$ cat src/rtl/tdm_demux_4ch_if.sv
// Slot-serial receive bus for the 4-channel TDM demultiplexer.
// The master side drives samples and observes the rebuilt frames; the slave side is the demux.
interface tdm_demux_4ch_if #(
  parameter int DW = 1
);
  logic [DW-1:0]   din;
  logic            din_valid;
  logic            frame_sync;
  logic [4*DW-1:0] dout;
  logic            dout_valid;
  logic [1:0]      slot;
  logic            locked;
  logic            sync_err;

  modport master (
    output din, din_valid, frame_sync,
    input  dout, dout_valid, slot, locked, sync_err
  );

  modport slave (
    input  din, din_valid, frame_sync,
    output dout, dout_valid, slot, locked, sync_err
  );
endinterface

$ cat src/rtl/tdm_demux_4ch.sv
// Four-channel TDM demultiplexer: locks onto frame_sync and rebuilds each
// frame of four slot samples into one parallel word. All outputs are registered.
module tdm_demux_4ch #(
  parameter int DW = 1
) (
  input  logic          clk,
  input  logic          rst_n,
  tdm_demux_4ch_if.slave bus
);

  typedef enum logic {
    HUNT = 1'b0,
    LOCK = 1'b1
  } state_t;

  state_t             state_r;
  logic [1:0]         slot_r;
  logic [2:0][DW-1:0] shadow_r;
  logic [4*DW-1:0]    dout_r;
  logic               dout_valid_r;
  logic               sync_err_r;

  // Lock FSM, slot tracking, shadow capture and frame output registers.
  always_ff @(posedge clk or negedge rst_n) begin
    if (!rst_n) begin
      state_r      <= HUNT;
      slot_r       <= 2'd0;
      shadow_r     <= '0;
      dout_r       <= '0;
      dout_valid_r <= 1'b0;
      sync_err_r   <= 1'b0;
    end else begin
      dout_valid_r <= 1'b0;
      sync_err_r   <= 1'b0;
      case (state_r)
        HUNT: begin
          if (bus.din_valid && bus.frame_sync) begin
            shadow_r[0] <= bus.din;
            slot_r      <= 2'd1;
            state_r     <= LOCK;
          end
        end
        LOCK: begin
          if (bus.din_valid) begin
            if (bus.frame_sync) begin
              // A sync anywhere but slot 0 drops the partial frame and restarts it,
              // and it wins over completion at slot 3.
              sync_err_r  <= (slot_r != 2'd0);
              shadow_r[0] <= bus.din;
              slot_r      <= 2'd1;
            end else begin
              case (slot_r)
                2'd0: begin
                  sync_err_r <= 1'b1;
                  slot_r     <= 2'd0;
                  state_r    <= HUNT;
                end
                2'd1: begin
                  shadow_r[1] <= bus.din;
                  slot_r      <= 2'd2;
                end
                2'd2: begin
                  shadow_r[2] <= bus.din;
                  slot_r      <= 2'd3;
                end
                default: begin
                  dout_r       <= {bus.din, shadow_r};
                  dout_valid_r <= 1'b1;
                  slot_r       <= 2'd0;
                end
              endcase
            end
          end
        end
        default: begin
          state_r <= HUNT;
          slot_r  <= 2'd0;
        end
      endcase
    end
  end

  assign bus.dout       = dout_r;
  assign bus.dout_valid = dout_valid_r;
  assign bus.slot       = slot_r;
  assign bus.locked     = (state_r == LOCK);
  assign bus.sync_err   = sync_err_r;

endmodule

$ cat src/flat_wrapper.sv
// flat-port wrapper written by rule: the top's interface ports become plain ports
module tdm_demux_4ch_flat 
#(
  parameter int DW = 1
)
  (clk, rst_n, bus_din, bus_din_valid, bus_frame_sync, bus_dout, bus_dout_valid, bus_slot, bus_locked, bus_sync_err);
  tdm_demux_4ch_if #(.DW(DW)) bus_i ();
  input  logic clk;
  input  logic rst_n;
  input wire logic [$bits(bus_i.din)-1:0] bus_din;
  input wire logic [$bits(bus_i.din_valid)-1:0] bus_din_valid;
  input wire logic [$bits(bus_i.frame_sync)-1:0] bus_frame_sync;
  output wire logic [$bits(bus_i.dout)-1:0] bus_dout;
  output wire logic [$bits(bus_i.dout_valid)-1:0] bus_dout_valid;
  output wire logic [$bits(bus_i.slot)-1:0] bus_slot;
  output wire logic [$bits(bus_i.locked)-1:0] bus_locked;
  output wire logic [$bits(bus_i.sync_err)-1:0] bus_sync_err;
  assign bus_i.din = bus_din;
  assign bus_i.din_valid = bus_din_valid;
  assign bus_i.frame_sync = bus_frame_sync;
  assign bus_dout = bus_i.dout;
  assign bus_dout_valid = bus_i.dout_valid;
  assign bus_slot = bus_i.slot;
  assign bus_locked = bus_i.locked;
  assign bus_sync_err = bus_i.sync_err;
  tdm_demux_4ch #(.DW(DW)) u_core (.clk(clk), .rst_n(rst_n), .bus(bus_i));
endmodule
$ cat config.mk
export PLATFORM = sky130hd
export DESIGN_NAME = tdm_demux_4ch_flat
export DESIGN_NICKNAME = d
export VERILOG_FILES = /design/src/rtl/tdm_demux_4ch_if.sv /design/src/rtl/tdm_demux_4ch.sv /design/src/flat_wrapper.sv
export SDC_FILE = /design/constraint.sdc
export NUM_CORES = 1
export LEC_CHECK = 0
export ABC_AREA = 1
export BUFFER_PORTS_ARGS = -buffer_cell sky130_fd_sc_hd__buf_2
export CAP_MARGIN = 5
export CORE_MARGIN = 2
export CORE_UTILIZATION = 30
export CTS_CLUSTER_SIZE = 14
export DETAILED_ROUTE_END_ITERATION = 6
export PLACE_DENSITY_LB_ADDON = 0.25
export SLEW_MARGIN = 0
export SYNTH_ARGS = -nofsm -noshare
export SYNTH_HDL_FRONTEND = slang
export SYNTH_SLANG_ARGS = --single-unit
$ cat constraint.sdc
create_clock -name clk -period 1.65 [get_ports clk]
set_input_delay 0.33 -clock clk [delete_from_list [all_inputs] [get_ports clk]]
set_output_delay 0.33 -clock clk [all_outputs]
set_load 0.03 [all_outputs]
==> results of run 1 <==
==> cells by family (layout without fill, tap and decap cells) <==
family                     after synthesis  after routing  synth area share, %
DFF                                     12             12                51.06
adders and majority gates                5              5                10.64
AOI/OAI and AO/OA                        2              2                1.702
and+or+nand+nor                         38             38                29.36
buffers and inverters                   10             28                7.234
==> per-layer routing <==
layer | global-route usage (%) | part of all wire (%)
met4 | 9.730 | 0.88
met2 | 18.42 | 44
met1 | 14.06 | 47
met5 | 0 | 0
met3 | 3.704 | 7.7
==> power groups by stage <==
stage / Sequential [mW] / Clock (mW) / Combinational (mW)
after detailed placement: 0.479 / 0 / 0.475
after CTS: 0.475 / 0.246 / 0.479
final: 0.472 / 0.234 / 0.470
after floorplan: 0.631 / 0 / 0.180
after global placement: 0.475 / 0 / 0.472
after global routing: 0.488 / 0.256 / 0.521
==> worst max-delay path by stage <==
stage                                   from             endpoint  cells past startpoint
final                      u_core.bus.locked           bus_locked                      1
after detailed placement  u_core.bus.slot[0]  u_core.bus.sync_err                      4
after global routing       u_core.bus.locked           bus_locked                      1
after floorplan           u_core.bus.slot[0]  u_core.bus.sync_err                      4
after global placement    u_core.bus.slot[1]   u_core.bus.dout[1]                      6
after CTS                  u_core.bus.locked           bus_locked                      1
==> stage by stage <==
step / power, mW / utilization [%]
floorplan: 0.8108 / -
CTS: 1.199 / 38.55
global route: 1.265 / 38.55
global placement: 0.9467 / 36.12
detailed placement: 0.9544 / 36.12
finish: 1.176 / 38.55
==> final cells by class <==
| cell class | instances | area share, % |
|---|---|---|
| flip-flops and latches | 12 | 40.96 |
| multi-input cells | 45 | 33.45 |
| repair buffers | 14 | 10.24 |
| inverters | 10 | 5.802 |
| clock buffers | 4 | 4.949 |
| well taps | 27 | 4.608 |
==> sequential cells by signal, indices dropped and copies added, names as in the netlist <==
signal	flops
u_core.bus.sync_err	1
u_core.shadow_r	3
u_core.bus.dout_valid	1
u_core.bus.locked	1
u_core.bus.slot	2
u_core.bus.dout	4
==> layout by cell type, fill, tap and decap left out, types with 2 or more instances in the layout <==
master / instances
sky130_fd_sc_hd__ha_1: 5
sky130_fd_sc_hd__clkbuf_4: 3
sky130_fd_sc_hd__a21oi_1: 2
sky130_fd_sc_hd__inv_1: 8
sky130_fd_sc_hd__dfrtp_1: 12
sky130_fd_sc_hd__nor2_1: 3
sky130_fd_sc_hd__nand2_1: 22
sky130_fd_sc_hd__nand3_1: 10
sky130_fd_sc_hd__buf_2: 13
==> flow_summary.rst, run 1 <==
.. list-table::
   :header-rows: 1

   * - Metric
     - Value
   * - Run status
     - finished, final reports clean
   * - Number of storage elements in the synthesis netlist
     - 12
   * - Cells after synthesis
     - 67
   * - Reported max-cap violation count
     - 0
   * - Worst hold margin
     - 328.3 ps
   * - Number of levels the H-tree was split into
     - 1
   * - Crit start category
     - flip-flop
   * - Worst rel slew slack
     - 81.04%
   * - Post-CTS sizing
     - 0
   * - Sequential group share of total power
     - 40.2%
   * - Endpoint, Worst Hold
     - u_core.shadow_r[1]
   * - Internal power
     - 674.8 uW
   * - Initial antenna violation count
     - 0
   * - Number of buffers inserted to repair setup after CTS
     - 0
   * - Number of buffers created by CTS
     - 3
   * - Post-route cell area
     - ~730 um^2
   * - Aggregate routed wire length
     - 1133 um
   * - Hold violation total from the final report
     - 0
   * - Cell-by-cell listing of the critical path
     - buf_2
   * - Req. time, crit path
     - about 1300 ps
   * - Category of the critical setup timing path
     - flip-flop to output port
   * - Placeable core area
     - 1902 um^2
   * - Start of the worst register-to-register path
     - u_core.bus.slot[0]
   * - Reg-to-reg slack, setup
     - ~500 ps
   * - Count of inserted antenna diode cells
     - 0
   * - Final weighted congestion of routability-driven global placement
     - 0.7379
   * - Capture instance of the worst register-to-register path
     - u_core.bus.sync_err
   * - TritonCTS clock tree
     - done
   * - Proportion of layout cells with a drive suffix above 1
     - about 26%
   * - Hold Crit Start
     - bus_din
   * - Antenna Nets Post-Route
     - 0
   * - Final WS setup
     - 395.1 ps
   * - Overall die area
     - about 2300 um^2
   * - Achievable clock frequency
     - 796.9 MHz
   * - Clk_lat worst skew
     - around 270 ps
   * - Maximum number of pins on one net before global-route repair
     - 13
   * - Time the worst path needs with I/O delays and setup
     - 1255 ps
   * - Leading cell type by number of instances after synthesis
     - sky130_fd_sc_hd__nand2_1
   * - FFs w/ async S/R, synth
     - 100.0%
   * - Horizontal die dimension
     - 48.28 um
   * - Crit-path max cell delay
     - 420 ps
   * - Final total negative setup slack
     - 0 ps
   * - CTS Root Buffer Type
     - sky130_fd_sc_hd__clkbuf_4
   * - Count of routing violations after the opening detailed-route iteration
     - 2
   * - Max clock buf depth
     - 2
   * - Fraction of power consumed by combinational cells
     - 39.9%
   * - Vias after detailed routing
     - around 460
   * - Dominant synthesized flop cell
     - sky130_fd_sc_hd__dfrtp_1
   * - Switching power as a share of total power
     - 42.61%
   * - Top cell type's share of synthesized area
     - 51.06%
   * - Number of flops mapped to enable cells by yosys
     - 0
   * - Synthesized area per cell
     - 8.777 um^2
   * - Global-route wire length before repair
     - ~1800 um
   * - Layout net count
     - 96
   * - Ports placed on the boundary
     - 14
   * - Slew at the pin closest to its max-slew limit
     - 284.4 ps
   * - Count of endpoints failing setup in the final report
     - 0
   * - Highest net fanout along the worst path
     - 5
   * - Area of the multi-input gates
     - 245.2 um^2
   * - Critical path's top delay family
     - flip-flops
   * - Detailed Routing Iterations Pass 1
     - 4
   * - Congestion Overflow GR
     - 0
   * - Layout Area Growth over Synthesis
     - 24.68%
   * - Data arrival time of the critical path
     - 920 ps
   * - Cell Area, Synth
     - approximately 590 um^2
   * - Number of fillers in the final layout
     - 202
   * - DP Wirelength
     - 847.5 um
   * - Placement Rows
     - 16
   * - Most common library cells after synthesis
     - 22 x sky130_fd_sc_hd__nand2_1, 12 x sky130_fd_sc_hd__dfrtp_1, 10 x sky130_fd_sc_hd__nand3_1, 8 x sky130_fd_sc_hd__inv_1, 5 x sky130_fd_sc_hd__ha_1
   * - GRT Overall Usage
     - 12.16%
   * - Number of remaining DRC errors
     - 0
   * - Number of hold-repair buffers added at the cts stage
     - 1
   * - Clock sink count
     - 12
   * - Fraction of the cycle the final worst path needs
     - 76.05%
   * - Top post-synthesis cells by area
     - sky130_fd_sc_hd__dfrtp_1 51%, sky130_fd_sc_hd__nand2_1 14%, sky130_fd_sc_hd__ha_1 11%
   * - Height of the die
     - 48.28 um
   * - Number of distinct library cell variants in the gate-level netlist after synthesis
     - 12
   * - Worst hold-check path type
     - input port to flip-flop
   * - CP Buf/Inv Count
     - 1
   * - Static power due to leakage
     - about 0.44 nW
   * - Footprint of the flip-flops and latches
     - ~300 um^2
   * - Clock transition at the registers of the reported paths
     - 80 ps
   * - WL/cell
     - 10.12 um
   * - Worst IR Drop VDD
     - 0.7339 mV
   * - RSZ-0062 raised after global routing
     - false
   * - Starting density of the core
     - 30.92%
   * - Capturing element type of the critical path
     - output port
   * - Number of cells on the worst reg-to-reg path
     - 4
   * - Clk pwr share
     - slightly below 20%
   * - Net Sw Power
     - 501.0 uW
   * - Cell type of the slowest stage on the worst timing path
     - sky130_fd_sc_hd__dfrtp_1
   * - Non-filler cells in the finished layout
     - about 110
   * - Library cell with the largest summed area after synthesis
     - sky130_fd_sc_hd__dfrtp_1
   * - Dpl ws
     - 524.6 ps
   * - Placed cell count
     - about 110
   * - Worst Hold Depth
     - 3
   * - Final count of pins violating max slew
     - 0
   * - Average vias per placed instance
     - 4.134
   * - Final worst clock skew
     - 7.807 ps
   * - Power density normalized to cell area
     - about 1600 nW/um^2
   * - Net count after synthesis
     - 77
   * - Via count of the first global-routing pass
     - 419
   * - Number of I/O port buffers
     - 13
   * - Sequential share of the synthesized area
     - 51.06%
   * - Warning count from the yosys run
     - 0
   * - Post-DP Area
     - 686.9 um^2
(Power assumes the default switching activity.)
==> run 2, diff against run 1 <==
--- a/config.mk
+++ b/config.mk
@@ -5,7 +5,7 @@
 export SDC_FILE = /design/constraint.sdc
 export NUM_CORES = 1
 export LEC_CHECK = 0
-export ABC_AREA = 1
+export ABC_AREA = 0
 export BUFFER_PORTS_ARGS = -buffer_cell sky130_fd_sc_hd__buf_2
 export CAP_MARGIN = 5
 export CORE_MARGIN = 2
==> constraint.sdc (replaced) <==
create_clock -name clk -period 1.1 [get_ports clk]
set_input_delay 0.22 -clock clk [delete_from_list [all_inputs] [get_ports clk]]
set_output_delay 0.22 -clock clk [all_outputs]
set_load 0.03 [all_outputs]
==> run 2 against run 1 <==
The run now ends with setup timing left. Power increased by 100%. Final cell count decreased by 13%. Design area increased by 28%. Critical path type is now flip-flop to flip-flop. Largest cell class is now multi-input combinational cells.
==> flow_summary.rst, run 2 <==
.. list-table::
   :header-rows: 1

   * - Metric
     - Value
   * - Horizontal die dimension
     - 48.60 um (was 48.28 um)
   * - Sequential group share of total power
     - 32.4% (was 40.2%)
   * - Initial antenna violation count
     - 0 (unchanged)
   * - Global-route wire length before repair
     - 2028 um (was 1794 um)
   * - Fraction of power consumed by combinational cells
     - 52.4% (was 39.9%)
   * - Switching power as a share of total power
     - 38.39% (was 42.61%)
   * - Number of flip-flops under the largest register name
     - 4 (unchanged)
   * - Sequential share of the synthesized area
     - 50.31% (was 51.06%)
   * - Post-DP Area
     - 742.0 um^2 (was 686.9 um^2)
   * - Net Sw Power
     - 916.6 uW (was 501.0 uW)
   * - Detailed Routing Iterations Pass 1
     - 1 (was 4)
   * - Number of flops mapped to enable cells by yosys
     - 0 (unchanged)
   * - Cell Area, Synth
     - 596.8 um^2 (was 588.1 um^2)
   * - Clk_lat worst skew
     - 280 ps (was 270 ps)
   * - Proportion of layout cells with a drive suffix above 1
     - 69.01% (was 25.88%)
   * - Number of levels the H-tree was split into
     - 1 (unchanged)
   * - Dominant synthesized flop cell
     - sky130_fd_sc_hd__dfrtp_1 (unchanged)
   * - Crit start category
     - flip-flop (unchanged)
   * - Synthesized area per cell
     - 12.97 um^2 (was 8.777 um^2)
   * - Time the worst path needs with I/O delays and setup
     - approximately 1200 ps
   * - Post-route cell area
     - 935.9 um^2 (was 733.2 um^2)
   * - Clock sink count
     - 12 (unchanged)
   * - Top cell type's share of synthesized area
     - 50.31% (was 51.06%)
   * - Max clock buf depth
     - 2 (unchanged)
   * - Reported max-cap violation count
     - 0 (unchanged)
   * - Layout Area Growth over Synthesis
     - 56.81% (was 24.68%)
   * - RSZ-0062 raised after global routing
     - true (was false)
   * - GRT Overall Usage
     - 11.70% (was 12.16%)
   * - TritonCTS clock tree
     - done (unchanged)
   * - Power density normalized to cell area
     - 2551 nW/um^2 (was 1604 nW/um^2)
   * - Worst hold-check path type
     - input port to flip-flop (unchanged)
   * - Warning count from the yosys run
     - 0 (unchanged)
   * - Number of distinct library cell variants in the gate-level netlist after synthesis
     - 17 (was 12)
   * - Cells after synthesis
     - 46 (was 67)
   * - Failing checks
     - setup timing
   * - Worst IR Drop VDD
     - 1.296 mV (was 0.7339 mV)
   * - Congestion Overflow GR
     - 0 (unchanged)
   * - Layout net count
     - 82 (was 96)
   * - Final weighted congestion of routability-driven global placement
     - 0.7394 (was 0.7379)
   * - Achievable clock frequency
     - around 800 MHz
   * - Height of the die
     - 48.60 um (was 48.28 um)
   * - Worst rel slew slack
     - 81.56% (was 81.04%)
   * - Final count of pins violating max slew
     - 0 (unchanged)
   * - Antenna Nets Post-Route
     - 0 (unchanged)
   * - Placeable core area
     - 1922 um^2 (was 1902 um^2)
   * - Capturing element type of the critical path
     - flip-flop (was output port)
   * - Clock transition at the registers of the reported paths
     - 80 ps (about the same)
   * - Req. time, crit path
     - 1270 ps (was 1320 ps)
   * - Clk pwr share
     - 15.2% (was 19.9%)
   * - Aggregate routed wire length
     - 1305 um (was 1133 um)
   * - FFs w/ async S/R, synth
     - 100.0% (unchanged)
   * - Number of remaining DRC errors
     - 0 (unchanged)
   * - Count of endpoints failing setup in the final report
     - 13 (was 0)
   * - Slew at the pin closest to its max-slew limit
     - 276.6 ps (was 284.4 ps)
   * - Data arrival time of the critical path
     - 1410 ps (was 920 ps)
   * - Number of buffers created by CTS
     - 3 (unchanged)
   * - Final worst clock skew
     - 5.869 ps (was 7.807 ps)
   * - Power, Total
     - 2.388 mW (was 1.176 mW)
   * - CTS Root Buffer Type
     - sky130_fd_sc_hd__clkbuf_4 (unchanged)
   * - Most common library cells after synthesis
     - 12 x sky130_fd_sc_hd__dfrtp_1, 7 x sky130_fd_sc_hd__mux2_2, 5 x sky130_fd_sc_hd__ha_1, 4 x sky130_fd_sc_hd__inv_1 (was 22 x sky130_fd_sc_hd__nand2_1, 12 x sky130_fd_sc_hd__dfrtp_1, 10 x sky130_fd_sc_hd__nand3_1, 8 x sky130_fd_sc_hd__inv_1, 5 x sky130_fd_sc_hd__ha_1)
   * - Count of inserted antenna diode cells
     - 0 (unchanged)
   * - Most used cells in the layout excluding fill and tap cells
     - 9 x sky130_fd_sc_hd__buf_2, 9 x sky130_fd_sc_hd__dfrtp_1, 7 x sky130_fd_sc_hd__buf_4, 6 x sky130_fd_sc_hd__buf_6, 5 x sky130_fd_sc_hd__mux2_4 (was 22 x sky130_fd_sc_hd__nand2_1, 13 x sky130_fd_sc_hd__buf_2, 12 x sky130_fd_sc_hd__dfrtp_1, 10 x sky130_fd_sc_hd__nand3_1, 8 x sky130_fd_sc_hd__inv_1)
   * - Internal power
     - 1.471 mW (was 674.8 uW)
   * - Static power due to leakage
     - 0.4480 nW (was 0.4381 nW)
   * - Layout Utilization
     - 48.70% (was 38.55%)
   * - Hold violation total from the final report
     - 0 (unchanged)
   * - Starting density of the core
     - 31.05% (was 30.92%)
   * - Number of I/O port buffers
     - 13 (unchanged)
   * - Count of routing violations after the opening detailed-route iteration
     - 0 (was 2)
   * - Worst hold margin
     - 228.9 ps (was 328.3 ps)
   * - Library cell with the largest summed area after synthesis
     - sky130_fd_sc_hd__dfrtp_1 (unchanged)
   * - Placement Rows
     - 16 (unchanged)
   * - Final total negative setup slack
     - -1298 ps (was 0 ps)
   * - Category of the critical setup timing path
     - flip-flop to flip-flop (was flip-flop to output port)
   * - Final WS setup
     - -141.7 ps (was 395.1 ps)
   * - Vias after detailed routing
     - 431 (was 463)
   * - Overall die area
     - 2362 um^2 (was 2330 um^2)
   * - WL/cell
     - 13.32 um (was 10.12 um)
   * - Number of fillers in the final layout
     - 191 (was 202)
   * - Fraction of the cycle the final worst path needs
     - 112.9%
   * - DP Wirelength
     - 843.2 um (was 847.5 um)
   * - Run status
     - complete, but fails checks (was finished, final reports clean)
   * - Top post-synthesis cells by area
     - sky130_fd_sc_hd__dfrtp_1 50%, sky130_fd_sc_hd__mux2_2 13%, sky130_fd_sc_hd__ha_1 10% (was sky130_fd_sc_hd__dfrtp_1 51%, sky130_fd_sc_hd__nand2_1 14%, sky130_fd_sc_hd__ha_1 11%)
   * - Net count after synthesis
     - 56 (was 77)
   * - Ports placed on the boundary
     - 14 (unchanged)
   * - Number of storage elements in the synthesis netlist
     - 12 (unchanged)
   * - Average vias per placed instance
     - 4.398 (was 4.134)
   * - Leading cell type by number of instances after synthesis
     - sky130_fd_sc_hd__dfrtp_1 (was sky130_fd_sc_hd__nand2_1)
   * - Maximum number of pins on one net before global-route repair
     - 13 (unchanged)
   * - Via count of the first global-routing pass
     - 423 (was 419)
   * - Highest net fanout along the worst path
     - 4 (was 5)
## run 2: cell count changes in the layout (fill, tap and decap cells not counted), sizes merged, moves of 2 or more
| cell | delta |
|---|---|
| nand2 | -22 |
| nand4b | +3 |
| inv | -5 |
| mux2 | +7 |
| nor3 | +2 |
| nor2 | -2 |
| buf | +9 |
| nand3 | -9 |
## run 2: path summary, 6_finish.rpt
| path | from | to | slack [ps] | depth (start not counted) |
|---|---|---|---|---|
| min in group asynchronous | rst_n | u_core.bus.dout[1] | 340 | 2 |
| worst min-delay path | bus_din | u_core.shadow_r[1] | 230 | 2 |
| worst max register to register | u_core.bus.slot[0] | u_core.shadow_r[2] | -140 | 4 |
| max in group asynchronous | rst_n | u_core.bus.slot[1] | 520 | 2 |
| worst max-delay path | u_core.bus.slot[0] | u_core.shadow_r[2] | -140 | 4 |
| worst min register to register | u_core.bus.dout[2] | u_core.bus.dout[2] | 510 | 1 |
## run 2: repair_timing
item	4_1_cts	5_1_grt
endpoints found under the hold margin	12	0
hold buffers	1	0
buffers inserted	3	2
pin swaps	4	1
resized for setup	16	5
endpoints found under the setup margin	12	14
## run 2: cell families after synthesis
logic type | count (synthesis) | synth area share, %
mux | 7 | 13.21
flops | 12 | 50.31
compound gates | 3 | 3.354
simple gates | 12 | 15.09
fa+ha+maj | 5 | 10.48
buf+inv | 7 | 7.547
## run 2: final cells by class
type / instances / area (um^2) / share of cell area, %
inverters: 4 / 15.01 / 1.604
well taps: 27 / 33.78 / 3.610
repair buffers: 24 / 182.7 / 19.52
clock buffers: 4 / 36.28 / 3.877
multi-input cells: 27 / 364.1 / 38.90
flip-flops and latches: 12 / 304.0 / 32.49
## run 2: metrics by stage
| step | instances | setup slack (ps) |
|---|---|---|
| final | 98 | -141.7 |
| after global routing | 98 | -180.9 |
| after CTS | 96 | -145.6 |
| after detailed placement | 88 | -132.1 |
| after global placement | 88 | -123.5 |
| after floorplan | 46 | -161.5 |
## run 2: layer usage
metal  wire length [um]  track usage [%]  vias to the layer above
met1                579            14.96                      204
met2                650            17.12                       12
met3                 34            2.778                        5
met4                 40            8.571                        0
li1                   -                -                      210
met5                  0                0                        -
## run 2: worst max-delay path: stages, from the launching register on
cell and delay [ps]:
sky130_fd_sc_hd__dfrtp_2 460, sky130_fd_sc_hd__inv_2 90, sky130_fd_sc_hd__ha_4 150, sky130_fd_sc_hd__nand4b_1 120, sky130_fd_sc_hd__mux2_4 310
## run 2: power groups by stage
stage	combinational [mW]	sequential [mW]	clock, mW
CTS	1.11	0.779	0.367
detailed placement	0.870	0.784	0
global placement	0.859	0.773	0
finish	1.25	0.774	0.363
global route	1.34	0.796	0.391
floorplan	0.368	0.995	0
